**src/rtl/ccip_async_pkg.sv**
```systemverilog
// Shared types and helpers for the async CCI-P shim c0 credit logic.
package ccip_async_pkg;

  typedef enum logic [1:0] {
    OPEN    = 2'd0,
    CLOSING = 2'd1,
    CLOSED  = 2'd2
  } t_credit_state;

  localparam int CCIP_MAX_LINES_PER_REQ = 4;

  typedef logic [1:0] t_ccip_clLen;

  // Reduced c0 request header: only the fields the credit logic consumes.
  typedef struct packed {
    logic        valid;
    t_ccip_clLen cl_len;
  } t_if_ccip_c0_Tx;

  function automatic logic [2:0] lines_of_req(input t_ccip_clLen cl_len);
    return 3'd1 + {1'b0, cl_len};
  endfunction

endpackage

```
**src/rtl/ccip_async_credit_fsm.sv**
```systemverilog
// Credit FSM: OPEN/CLOSING/CLOSED state, post-almFull slack counter and
// sticky overflow flag. All outputs are registered.
module ccip_async_credit_fsm
  import ccip_async_pkg::*;
#(
  parameter int W     = 12,
  parameter int SLACK = 8,
  parameter int HYST  = 4
) (
  input  logic         clk,
  input  logic         reset,
  input  logic [W-1:0] avail,
  input  logic [W-1:0] req_lines,
  input  logic         req_valid,
  input  logic         fiu_almFull,
  input  logic         overcommit,
  output logic         c0TxAlmFull,
  output logic [3:0]   slack_used,
  output logic         err_overflow
);

  localparam logic [W-1:0] RESERVE      = W'(SLACK * CCIP_MAX_LINES_PER_REQ);
  localparam logic [W-1:0] OPEN_THRESH  = W'(SLACK * CCIP_MAX_LINES_PER_REQ + HYST);
  localparam logic [3:0]   SLACK_LIMIT  = 4'(SLACK);

  t_credit_state state_q, state_d;
  logic          almfull_q, almfull_d;
  logic [3:0]    slack_q, slack_d;
  logic          err_q, err_d;
  logic [3:0]    slack_inc;
  logic          open_ok;
  logic          close_now;

  // Next-state, slack and error computation.
  always_comb begin
    state_d   = state_q;
    slack_d   = slack_q;
    err_d     = err_q | overcommit;
    slack_inc = (slack_q == 4'd15) ? slack_q : slack_q + 4'd1;
    // A request in the same cycle blocks reopening.
    open_ok   = !fiu_almFull && (avail >= OPEN_THRESH) && !req_valid;
    // The in-flight request is charged against avail before comparing.
    close_now = fiu_almFull || (avail <= RESERVE + req_lines);

    case (state_q)
      OPEN: begin
        slack_d = 4'd0;
        if (close_now) begin
          state_d = CLOSING;
        end else begin
          state_d = OPEN;
        end
      end
      CLOSING: begin
        if (open_ok) begin
          state_d = OPEN;
          slack_d = 4'd0;
        end else begin
          slack_d = req_valid ? slack_inc : slack_q;
          state_d = (slack_d >= SLACK_LIMIT) ? CLOSED : CLOSING;
        end
      end
      CLOSED: begin
        if (open_ok) begin
          state_d = OPEN;
          slack_d = 4'd0;
        end else begin
          state_d = CLOSED;
          slack_d = req_valid ? slack_inc : slack_q;
          if (req_valid) begin
            err_d = 1'b1;
          end else begin
            err_d = err_q | overcommit;
          end
        end
      end
      default: begin
        state_d = CLOSING;
        slack_d = 4'd0;
      end
    endcase

    almfull_d = (state_d != OPEN);
  end

  // State and output registers.
  always_ff @(posedge clk) begin
    if (reset) begin
      state_q   <= CLOSING;
      almfull_q <= 1'b1;
      slack_q   <= 4'd0;
      err_q     <= 1'b0;
    end else begin
      state_q   <= state_d;
      almfull_q <= almfull_d;
      slack_q   <= slack_d;
      err_q     <= err_d;
    end
  end

  assign c0TxAlmFull  = almfull_q;
  assign slack_used   = slack_q;
  assign err_overflow = err_q;

endmodule

```
**src/rtl/ccip_async_c0_credit_ctrl.sv**
```systemverilog
// c0 read-request flow control: produces c0TxAlmFull from committed lines.
// Optional stats outputs enabled by CCIP_ASYNC_CREDIT_STATS_EN.
module ccip_async_c0_credit_ctrl
  import ccip_async_pkg::*;
#(
  parameter int C0RX_DEPTH_RADIX = 10,
  parameter int SLACK            = 8,
  parameter int HYST             = 4
) (
  input  logic                        clk,
  input  logic                        reset,
  input  t_if_ccip_c0_Tx              c0Tx,
  input  logic [C0RX_DEPTH_RADIX-1:0] active_cnt,
  input  logic [C0RX_DEPTH_RADIX:0]   rsp_fifo_used,
  input  logic                        fiu_almFull,
  output logic                        c0TxAlmFull,
  output logic [3:0]                  slack_used,
  output logic                        err_overflow
`ifdef CCIP_ASYNC_CREDIT_STATS_EN
  ,
  output logic [C0RX_DEPTH_RADIX:0]   stat_peak_committed,
  output logic [31:0]                 stat_closed_cycles
`endif
);

  localparam int           W   = C0RX_DEPTH_RADIX + 2;
  localparam logic [W-1:0] CAP = W'(2 ** C0RX_DEPTH_RADIX);

  logic [W-1:0] committed;
  logic [W-1:0] avail;
  logic [W-1:0] req_lines;
  logic         overcommit;

  // Credit arithmetic; W bits hold the worst-case sum without wrapping.
  always_comb begin
    committed  = {2'b00, active_cnt} + {1'b0, rsp_fifo_used};
    avail      = (committed >= CAP) ? {W{1'b0}} : CAP - committed;
    req_lines  = c0Tx.valid ? W'(lines_of_req(c0Tx.cl_len)) : {W{1'b0}};
    overcommit = (committed > CAP);
  end

  ccip_async_credit_fsm #(
    .W     (W),
    .SLACK (SLACK),
    .HYST  (HYST)
  ) u_fsm (
    .clk          (clk),
    .reset        (reset),
    .avail        (avail),
    .req_lines    (req_lines),
    .req_valid    (c0Tx.valid),
    .fiu_almFull  (fiu_almFull),
    .overcommit   (overcommit),
    .c0TxAlmFull  (c0TxAlmFull),
    .slack_used   (slack_used),
    .err_overflow (err_overflow)
  );

`ifdef CCIP_ASYNC_CREDIT_STATS_EN
  localparam logic [W-1:0] PEAK_MAX = W'((2 ** (C0RX_DEPTH_RADIX + 1)) - 1);

  logic [C0RX_DEPTH_RADIX:0] peak_q, peak_d;
  logic [31:0]               closed_q, closed_d;
  logic [W-1:0]              committed_sat;

  // Peak tracking saturates at the stat width; cycle counter saturates too.
  always_comb begin
    committed_sat = (committed > PEAK_MAX) ? PEAK_MAX : committed;
    if (committed_sat > {1'b0, peak_q}) begin
      peak_d = committed_sat[C0RX_DEPTH_RADIX:0];
    end else begin
      peak_d = peak_q;
    end
    if (c0TxAlmFull && (closed_q != 32'hFFFF_FFFF)) begin
      closed_d = closed_q + 32'd1;
    end else begin
      closed_d = closed_q;
    end
  end

  // Stats registers.
  always_ff @(posedge clk) begin
    if (reset) begin
      peak_q   <= {(C0RX_DEPTH_RADIX + 1){1'b0}};
      closed_q <= 32'd0;
    end else begin
      peak_q   <= peak_d;
      closed_q <= closed_d;
    end
  end

  assign stat_peak_committed = peak_q;
  assign stat_closed_cycles  = closed_q;
`endif

endmodule

```
**config.mk**
```make
export PLATFORM = sky130hd
export DESIGN_NAME = ccip_async_c0_credit_ctrl
export DESIGN_NICKNAME = d
export VERILOG_FILES = /design/src/rtl/ccip_async_pkg.sv /design/src/rtl/ccip_async_credit_fsm.sv /design/src/rtl/ccip_async_c0_credit_ctrl.sv
export SDC_FILE = /design/constraint.sdc
export NUM_CORES = 1
export LEC_CHECK = 0
export ABC_AREA = 1
export CORE_UTILIZATION = 40
export DETAILED_ROUTE_END_ITERATION = 16
export GPL_TIMING_DRIVEN = 0
export PLACE_DENSITY = 0.63
export SETUP_SLACK_MARGIN = 0.15
export SLEW_MARGIN = 20
export SYNTH_ARGS = -nofsm -noshare
export SYNTH_HDL_FRONTEND = slang
export SYNTH_SLANG_ARGS = --single-unit
```
**constraint.sdc**
```tcl
create_clock -name clk -period 3.3 [get_ports clk]
set_input_delay 0.495 -clock clk [delete_from_list [all_inputs] [get_ports clk]]
set_output_delay 0.495 -clock clk [all_outputs]
set_load 0.02 [all_outputs]
```
# Yosys cells after proc, flatten, opt, wreduce, memory -nomap -nowiden
# Cells that the tools add are included.
[totals]
register_bits = 8
latch_bits = 0
mem_bits_rw = 0
mem_bits_ro = 0
out_inout_bits = 6
elab_cells = 40
memories = 0
[classes]
addsub = 5
n_mul = 0
div_mod_pow = 0
order_cmp = 5
eq_ne = 3
shift = 0
n_mux = 12
bitwise = 2
n_reduce_logical = 9
[op_table]
columns = ["op", "n"]
rows = [
  ["adder 10 x 11 -> 12 bit", 1],
  ["greater-or-equal comparator 12 x 11 -> 1 bit (second input constant)", 1],
  ["greater-or-equal comparator 12 x 6 -> 1 bit (second input constant)", 1],
  ["greater-than comparator 12 x 11 -> 1 bit (second input constant)", 1],
  ["less-or-equal comparator 12 bit", 1],
  ["two-way mux 12 bit", 1],
  ["subtractor 11 x 12 -> 12 bit (first input constant)", 1],
  ["two-way mux 4 bit", 2],
  ["adder 6 x 3 -> 7 bit (first input constant)", 1],
  ["two-way mux 2 bit", 3],
  ["case mux 2 bit (3 select lines)", 1],
  ["adder 4 x 1 -> 4 bit (second input constant)", 1],
  ["equality test 4 bit (second input constant)", 1],
  ["greater-or-equal comparator 4 bit (second input constant)", 1],
  ["two-way mux 1 bit", 4],
  ["adder 1 x 2 -> 3 bit (first input constant)", 1],
  ["two-way mux 3 bit", 1],
  ["OR reduction 3 bit", 1],
  ["equality test 2 x 1 -> 1 bit (second input constant)", 1],
  ["equality test 2 bit (second input constant)", 1],
  ["logical AND 1 bit", 2],
  ["logical NOT 1 bit", 2],
  ["logical NOT 2 bit", 1],
  ["nonzero test 2 bit", 1],
  ["other kinds (4)", 4],
]

# Longest topological paths before layout
# Gate-level depths: netlist of the first run.
[depth]
depth_word = 9
depth_mapped = 20
mapped_depth_nobuf = 20

# Modules after synthesis
# A second synthesis of the first run with hierarchy kept.
[hier_totals]
hier_cells = 297
hier_area_um2 = 1893.1
[modules_own_cells]
columns = ["mod", "instances", "cells_each", "area_per_inst_um2"]
rows = [
  ["ccip_async_c0_credit_ctrl", 1, 171, 1027.2],
  ["ccip_async_credit_fsm", 1, 126, 865.8],
]

# Worst setup path before layout of the first run
# Ideal clock, no wire load.
[synth_path]
path_kind = "input -> register"
startpoint = "input port active_cnt[0]"
endpoint = "register u_fsm.almfull_q, in the netlist u_fsm.c0TxAlmFull"
arrival_ns = 2.594
path_slack_ns = 0.644
cell_stages = 18
path_buffers = 0
path_cell_list = "ha_1 inv_1 fa_1 inv_1 nand3_1 nand4_1 nand2_2 nor3b_1 ha_1 inv_1 nor2_1 o21ai_0 nand3b_1 nand3_1 nand3_1 nand3_1 nand2_1 nand3_1"
[synth_between]
elab_chain_cells = 9
elab_cells_between_ends = 14
[synth_lines]
columns = ["element", "line_no", "source"]
rows = [
  ["start, declared", "ccip_async_c0_credit_ctrl.sv:13", "input logic [C0RX_DEPTH_RADIX-1:0] active_cnt,"],
  ["adder 10 x 11 -> 12 bit (*)", "ccip_async_c0_credit_ctrl.sv:36", "committed = {2'b00, active_cnt} + {1'b0, rsp_fifo_used};"],
  ["subtractor 11 x 12 -> 12 bit or greater-or-equal comparator 12 x 11 -> 1 bit (tied branches)", "ccip_async_c0_credit_ctrl.sv:37", "avail = (committed >= CAP) ? {W{1'b0}} : CAP - committed;"],
  ["two-way mux 12 bit (*)", "ccip_async_c0_credit_ctrl.sv:37", ""],
  ["greater-or-equal comparator 12 x 6 -> 1 bit", "ccip_async_credit_fsm.sv:41", "open_ok = !fiu_almFull && (avail >= OPEN_THRESH) && !req_valid;"],
  ["logical AND 1 bit (2 in a row)", "ccip_async_credit_fsm.sv:41", ""],
  ["two-way mux 2 bit, on equally long branches", "ccip_async_credit_fsm.sv:55, ccip_async_credit_fsm.sv:64", ""],
  ["case mux 2 bit (3 select lines) (*)", "ccip_async_credit_fsm.sv:45", "case (state_q)"],
  ["nonzero test 2 bit (*)", "ccip_async_credit_fsm.sv:83", "almfull_d = (state_d != OPEN);"],
  ["end signal, assigned", "ccip_async_credit_fsm.sv:95", "almfull_q <= almfull_d;"],
  ["end, declared", "ccip_async_credit_fsm.sv:27", "logic almfull_q, almfull_d;"],
]
# Mark *: on every way between the ends. The rest lies on a longest branch, timed or not.
# A chain may end at the register's enable or synchronous reset.

# Final worst setup path of the first run
# Ends and elaborated chain as after synthesis.

==> results.ini, run 1 <==
[finish]
areaGrowthSynthToFinish_pct=41.9
fin_area_um2=2280
fillerInstances=386
diodes=0
layout-drive-gt1-share_pct=29.5
nNetsFinal=355

[floorplanning]
die_w_um=65.4
die_area_um2=4270
io_pins=33
die_h_um=65.4
fp-row-count=22
core_um2=3740
start_util_pct=42.9

[drt]
wl_per_cell_um=10.1
dr.pass1.iters=4
routed.top_layer=met4
wl_met2_um=1730
ant_nets=0
vias=1684
wl_met1_um=1680
route.met3.wl_um=90
vias_per_cell=4.77
wl_um=3550
drt_iter0_drc=36
drc_errors=0

[placed_design]
port_buffers=31
globalplace.congestion=0.788
dp_hpwl_um=2790
place_area_um2=1980
place_ws_ns=-0.260

[timing]
fin_crit_sh_pct=91.2
rsz0062_at_grt=no
worst_pin_slew_ns=0.409
max_freq_mhz=332
setup_viol=0
period_needed_ns=3.01
clock-skew-final_ns=0.00249
hold_violations=0
fin_ws_ns=0.290
slew_headroom_pct=72.4
drv_slew=0

[grt]
overflow=0
grt_pass1_vias=1479
grt_pass1_wl_um=5760
antenna_found_initial=0
grt.total_usage_pct=17.0
grt_max_degree=10

[setup_path]
critPathArrivalTime_ns=3.12
reg2reg_to=u_fsm.c0TxAlmFull$_SDFF_PP1_
cp_max_fo=3
cp-end-kind=flip-flop
timing.rr.start=u_fsm.slack_used[0]$_SDFF_PP0_
worst-r2r-setup-slack_ns=1.83
worstPathRequired_ns=3.41
crit_type=in2reg
critPathLaunchType=input pin
r2r_cells=8

[flow_run]
cap_violations=0

[power]
ir_worst_vdd_mv=0.0994
p_clk_share_pct=17.9
p_sw_mw=0.280
p_seq_share_pct=16.9
switching_share_pct=43.3
combPwrFrac_pct=65.2
fin_total_pwr_mw=0.648
internal_power_mw=0.368
p_leak_nw=1.14
p_per_area_nw_per_um2=284

[synth]
synth.largest_area_cell=nand2_1
synth_fa_ha_area_share_pct=16.8
ys_seq_area_share_pct=9.98
syn_inst=262
synth_nets=310
synthFlopType=dfxtp_1
async_flop_share_pct=0
syn-cell-area_um2=1610
synth.mux.area_fraction_pct=0
synth_area_leaders=nand2_1, ha_1, inv_1
yosysUniqueCellTypes=31
synth_most_common_cell=nand2_1
synth_edf_count=0
avgSynthCellArea_um2=6.13
synth-compound-area-share_pct=7.33
synth_common_cells=nand2_1, inv_1, nand3_1
ys_warn_count=0
synth_xor_area_share_pct=1.64
synth_top_family_by_area=simple AND/OR/NAND/NOR gates
synthDominantCellAreaShare_pct=18.2
synthSimpleGateAreaFrac_pct=51.6
synth_seq_cells=8

[clock_tree]
htreeDepth=1
clock-root-buffer=clkbuf_8
cts_buffer_depth=2
path_clk_slew_ns=0.04
cts_tree=yes
numCtsBuffers=3
clock_sinks=8
clock_latency_ns=0.23

[min_path]
hold_depth=2
min_to=u_fsm.slack_used[1]$_SDFF_PP0_
min_path_type=reg2reg
holdCritStartpoint=u_fsm.slack_used[1]$_SDFF_PP0_

[run_status]
status=completed

-- worst max-delay path: stages --
cell and delay, ns:
clkdlybuf4s50_1 0.46, ha_2 0.19, inv_2 0.04, fa_2 0.36
inv_2 0.10, buf_6 0.11, nand2_4 0.07, and2_4 0.15
nor2_4 0.14, inv_1 0.07, nand3_2 0.08, inv_2 0.05
ha_4 0.26, o21ai_1 0.05, nand3b_1 0.08, nand3_1 0.08
nand3_1 0.08, nand3_2 0.08, nand2_2 0.10, nand3_2 0.07
-- final cells by class --
class / count / area, um2 / area share (%)
Multi-Input combinational cell: 202 / 1430 / 62.9
Timing Repair Buffer: 40 / 382 / 16.7
Inverter: 50 / 188 / 8.24
Sequential cell: 8 / 160 / 7.03
Tap cell: 48 / 60.1 / 2.64
Clock buffer: 3 / 41.3 / 1.81
Buffer: 2 / 15.0 / 0.659
-- cell families (layout without fill, tap and decap cells) --
| family | count (synthesis) | count (layout) |
|---|---|---|
| AOI/OAI and AO/OA | 18 | 18 |
| xor gates and xnor gates | 3 | 3 |
| adders and majority gates | 21 | 21 |
| buffers and inverters | 52 | 95 |
| DFF | 8 | 8 |
| and+or+nand+nor | 160 | 160 |
-- cells in the final DEF (no fill, tap or decap), types with 4 or more instances in the layout --
cell,n
buf_4,8
nand2_2,15
nand3_1,19
ha_1,14
a21oi_1,4
inv_1,41
nand2_4,6
nand3_2,14
nor2_2,9
clkdlybuf4s50_1,31
inv_2,9
nand2_1,68
nand4_1,5
nor2_4,4
nor2_1,10
dfxtp_1,8
ha_2,4
-- per-layer routing --
metal | vias to the layer above | track usage [%]
met5 | - | 0
met4 | 0 | 4.89
met3 | 5 | 3.13
met2 | 30 | 30.2
met1 | 733 | 20.7
li1 | 916 | -
-- sequential cells by signal (all words and copies together), names as in the netlist --
name / flops
u_fsm.c0TxAlmFull: 1
u_fsm.err_overflow: 1
u_fsm.slack_used: 4
u_fsm.state_q: 2
-- per-stage QoR --
stage	cells	hold WS (ns)	setup TNS, ns	util [%]
6_report	353	0.503	0	60.9
5_1_grt	353	0.528	0	60.9
4_1_cts	345	0.505	0	54.3
3_5_place_dp	341	0.496	-0.515	52.8
3_3_place_gp	341	0.495	-0.469	52.8
2_1_floorplan	262	0.564	0	-
-- how the worst max path moves through the flow --
stage                           from                            to  cells after the start
finish                 active_cnt[0]  u_fsm.c0TxAlmFull$_SDFF_PP1_                     20
global route           active_cnt[0]  u_fsm.c0TxAlmFull$_SDFF_PP1_                     20
CTS                 rsp_fifo_used[0]  u_fsm.c0TxAlmFull$_SDFF_PP1_                     19
detailed placement  rsp_fifo_used[0]  u_fsm.c0TxAlmFull$_SDFF_PP1_                     19
global placement       active_cnt[0]   u_fsm.state_q[0]$_SDFF_PP1_                     19
floorplan              active_cnt[0]  u_fsm.c0TxAlmFull$_SDFF_PP1_                     18
-- power by group through the flow --
stage | Combinational, mW | Clock, mW | Sequential [mW]
floorplan | 0.255 | 0 | 0.118
global placement | 0.347 | 0 | 0.111
detailed placement | 0.350 | 0 | 0.111
CTS | 0.354 | 0.121 | 0.110
global route | 0.472 | 0.126 | 0.111
finish | 0.422 | 0.116 | 0.110
-- timing repair --
action	in CTS	in global routing
gates resized for setup	3	44
hold buffers	0	0
pin swaps	3	25
setup buffers	1	8
setup endpoints to repair	2	7
(Power assumes the default switching activity.)
==> inputs of run 2 (changes only) <==
--- a/config.mk
+++ b/config.mk
@@ -7,6 +7,7 @@
 export LEC_CHECK = 0
 export ABC_AREA = 1
 export CORE_UTILIZATION = 40
+export CTS_BUF_LIST = sky130_fd_sc_hd__clkbuf_4 sky130_fd_sc_hd__clkbuf_8
 export DETAILED_ROUTE_END_ITERATION = 16
 export GPL_TIMING_DRIVEN = 0
 export PLACE_DENSITY = 0.63
==> results of run 2 <==
Same layout as run 1: the final DEF is identical, and so are final timing and power.
==> inputs of run 3 (changes only) <==
--- a/config.mk
+++ b/config.mk
@@ -6,11 +6,14 @@
 export NUM_CORES = 1
 export LEC_CHECK = 0
 export ABC_AREA = 1
-export CORE_UTILIZATION = 40
+export CAP_MARGIN = 10
+export CELL_PAD_IN_SITES_DETAIL_PLACEMENT = 1
+export CELL_PAD_IN_SITES_GLOBAL_PLACEMENT = 1
+export CORE_UTILIZATION = 37
 export CTS_BUF_LIST = sky130_fd_sc_hd__clkbuf_4 sky130_fd_sc_hd__clkbuf_8
 export DETAILED_ROUTE_END_ITERATION = 16
 export GPL_TIMING_DRIVEN = 0
-export PLACE_DENSITY = 0.63
+export PLACE_DENSITY = 0.81
 export SETUP_SLACK_MARGIN = 0.15
 export SLEW_MARGIN = 20
 export SYNTH_ARGS = -nofsm -noshare
==> run 3 against run 2 <==
  * Worst hold slack better by 0.024 ns
  * Critical path depth fell by 1
  * Sequential power about the same
  * Largest power group unchanged
==> results.ini, run 3 (synthesis gave the netlist of run 1 again) <==
[clock_tree]
clock_sinks=8  ; unchanged
path_clk_slew_ns=0.04  ; about the same
clock_latency_ns=0.24  ; about the same
ctsHoldBuffers=0  ; unchanged
cts_tree=yes
numCtsBuffers=3  ; unchanged
cts_buffer_depth=2  ; unchanged
htreeDepth=1  ; unchanged
clock-root-buffer=clkbuf_8

[drt]
dr.pass1.iters=4  ; unchanged
vias_per_cell=4.85  ; +1.8%
ant_nets=0  ; unchanged
drt_iter0_drc=26  ; -28%
wl_per_cell_um=12.3  ; +22%
drc_errors=0  ; unchanged
vias=1704  ; +1.2%
wl_um=4320  ; +22%

[setup_path]
cp-startpoint=active_cnt[6]
reg2reg_to=u_fsm.c0TxAlmFull$_SDFF_PP1_
crit_type=in2reg
cp-end-kind=flip-flop
crit_path_end=u_fsm.c0TxAlmFull$_SDFF_PP1_
critPathArrivalTime_ns=3.13  ; about the same
timing.rr.start=u_fsm.slack_used[0]$_SDFF_PP0_
cp_max_fo=6  ; +3
r2r_cells=8  ; unchanged
worstPathRequired_ns=3.47  ; +0.06 ns
worst-r2r-setup-slack_ns=1.76  ; -0.07 ns
critPathLaunchType=input pin

[power]
p_seq_share_pct=17.4  ; +0.5 points
fin_total_pwr_mw=0.634  ; -2.2%
switching_share_pct=43.8  ; +0.53 points
ir_worst_vdd_mv=0.115  ; +16%
p_clk_share_pct=19.2  ; +1.3 points
combPwrFrac_pct=63.4  ; -1.8 points
p_per_area_nw_per_um2=291  ; +2.4%
p_sw_mw=0.278  ; -1.1%
p_leak_nw=1.12  ; -1.9%
internal_power_mw=0.356  ; -3.1%

[grt]
top_usage_layer=met2
use_met2_pct=36.8  ; +6.6 points
grt_util_met1_pct=23.9  ; +3.2 points
antenna_found_initial=0  ; unchanged
grt_max_degree=10  ; unchanged
grt.total_usage_pct=19.6  ; +2.6 points
grt_pass1_vias=1669  ; +13%
grt_use_met3_pct=2.83  ; -0.29 points
grt_pass1_wl_um=6890  ; +20%
overflow=0  ; unchanged

[floorplanning]
die_h_um=67.9  ; +3.9%
io_pins=33  ; unchanged
core_um2=4090  ; +9.2%
fp-row-count=23  ; +4.5%
start_util_pct=39.3  ; -3.6 points
die_area_um2=4610  ; +7.9%
die_w_um=67.9  ; +3.9%

[finish]
nNetsFinal=351  ; -1.1%
final_common_cell=nand2_1
layout_common_cells=nand2_1, inv_1, clkdlybuf4s50_1
largest_reg_flops=4  ; unchanged
layout-drive-gt1-share_pct=23.3  ; -6.3 points
fin_area_um2=2170  ; -4.6%
diodes=0  ; unchanged
areaGrowthSynthToFinish_pct=35.5

[placed_design]
dp_hpwl_um=3590  ; +29%
place_area_um2=1980  ; +0.13%
port_buffers=31  ; unchanged
globalplace.congestion=0.762  ; -3.3%

[timing]
rsz0062_at_grt=no
drv_slew=0  ; unchanged
fin_crit_sh_pct=89.7  ; -1.5 points
max_freq_mhz=338  ; +1.7%
worst_pin_slew_ns=0.417  ; +0.00753 ns
slew_headroom_pct=71.9  ; -0.51 points
period_needed_ns=2.96  ; -0.0504 ns
clock-skew-final_ns=0.00378  ; +0.00129 ns
hold_violations=0  ; unchanged
setup_viol=0  ; unchanged

[flow_run]
cap_violations=0  ; unchanged

[min_path]
min_path_type=reg2reg

[run_status]
status=completed

## run 3: repair_timing
item,in CTS,in global routing
buffers inserted,2,3
endpoints found under the setup margin,2,7
pin swaps,4,16
resized for setup,6,22
hold endpoints to repair,0,0
## run 3: layout make-up
class                      count  area [um2]
sequential                     8         160
buffer                         2        15.0
timing repair buffer          36         353
fill                         561        1910
tap                           50        62.6
multi-input combinational    202        1360
clock buffer                   3        41.3
inverter                      50         188
## run 3: layer usage
metal  wire, um  up-vias
met5          0        -
met4         16        0
met3         73        2
met2       2190       19
met1       2040      772
li1           -      911
## run 3: worst min-delay path by stage
stage / startpoint / end / slack, ns / cells past startpoint
5_1_grt: u_fsm.slack_used[1]$_SDFF_PP0_ / u_fsm.slack_used[1]$_SDFF_PP0_ / 0.53 / 2
6_report: u_fsm.slack_used[1]$_SDFF_PP0_ / u_fsm.slack_used[1]$_SDFF_PP0_ / 0.53 / 2
2_1_floorplan: reset / u_fsm.err_overflow$_SDFF_PP0_ / 0.56 / 1
4_1_cts: u_fsm.slack_used[1]$_SDFF_PP0_ / u_fsm.slack_used[1]$_SDFF_PP0_ / 0.53 / 2
3_3_place_gp: u_fsm.slack_used[1]$_SDFF_PP0_ / u_fsm.slack_used[1]$_SDFF_PP0_ / 0.50 / 2
3_5_place_dp: u_fsm.slack_used[1]$_SDFF_PP0_ / u_fsm.slack_used[1]$_SDFF_PP0_ / 0.52 / 2
## run 3: power by group through the flow
stage / Clock (mW) / Sequential (mW) / Combinational, mW
after floorplan: 0 / 0.118 / 0.255
after global placement: 0 / 0.111 / 0.348
after detailed placement: 0 / 0.112 / 0.362
after CTS: 0.124 / 0.111 / 0.375
after global routing: 0.127 / 0.111 / 0.448
final: 0.121 / 0.110 / 0.402
## run 3: critical path, stage by stage
cell and delay, ns:
clkdlybuf4s50_1 0.48, ha_2 0.31, nand2_1 0.07, nand2_1 0.08, a21oi_4 0.14, inv_1 0.07
nand2_2 0.07, nand3_4 0.12, nor3b_4 0.27, ha_1 0.28, inv_1 0.06, nor2_1 0.03
o21ai_1 0.16, nand3b_1 0.11, nand3_1 0.08, nand3_1 0.07, nand3_1 0.09, nand2_1 0.08
nand3_1 0.06
## run 3: stage by stage
step	hold slack [ns]	TNS [ns]	util, %	std cells	worst slack [ns]
2_1_floorplan	0.564	0	-	262	0.644
3_3_place_gp	0.496	-0.562	48.4	343	-0.288
3_5_place_dp	0.522	-1.09	48.4	343	-0.432
4_1_cts	0.528	0	50.2	348	0.190
5_1_grt	0.533	0	53.2	351	0.132
6_report	0.527	0	53.2	351	0.341
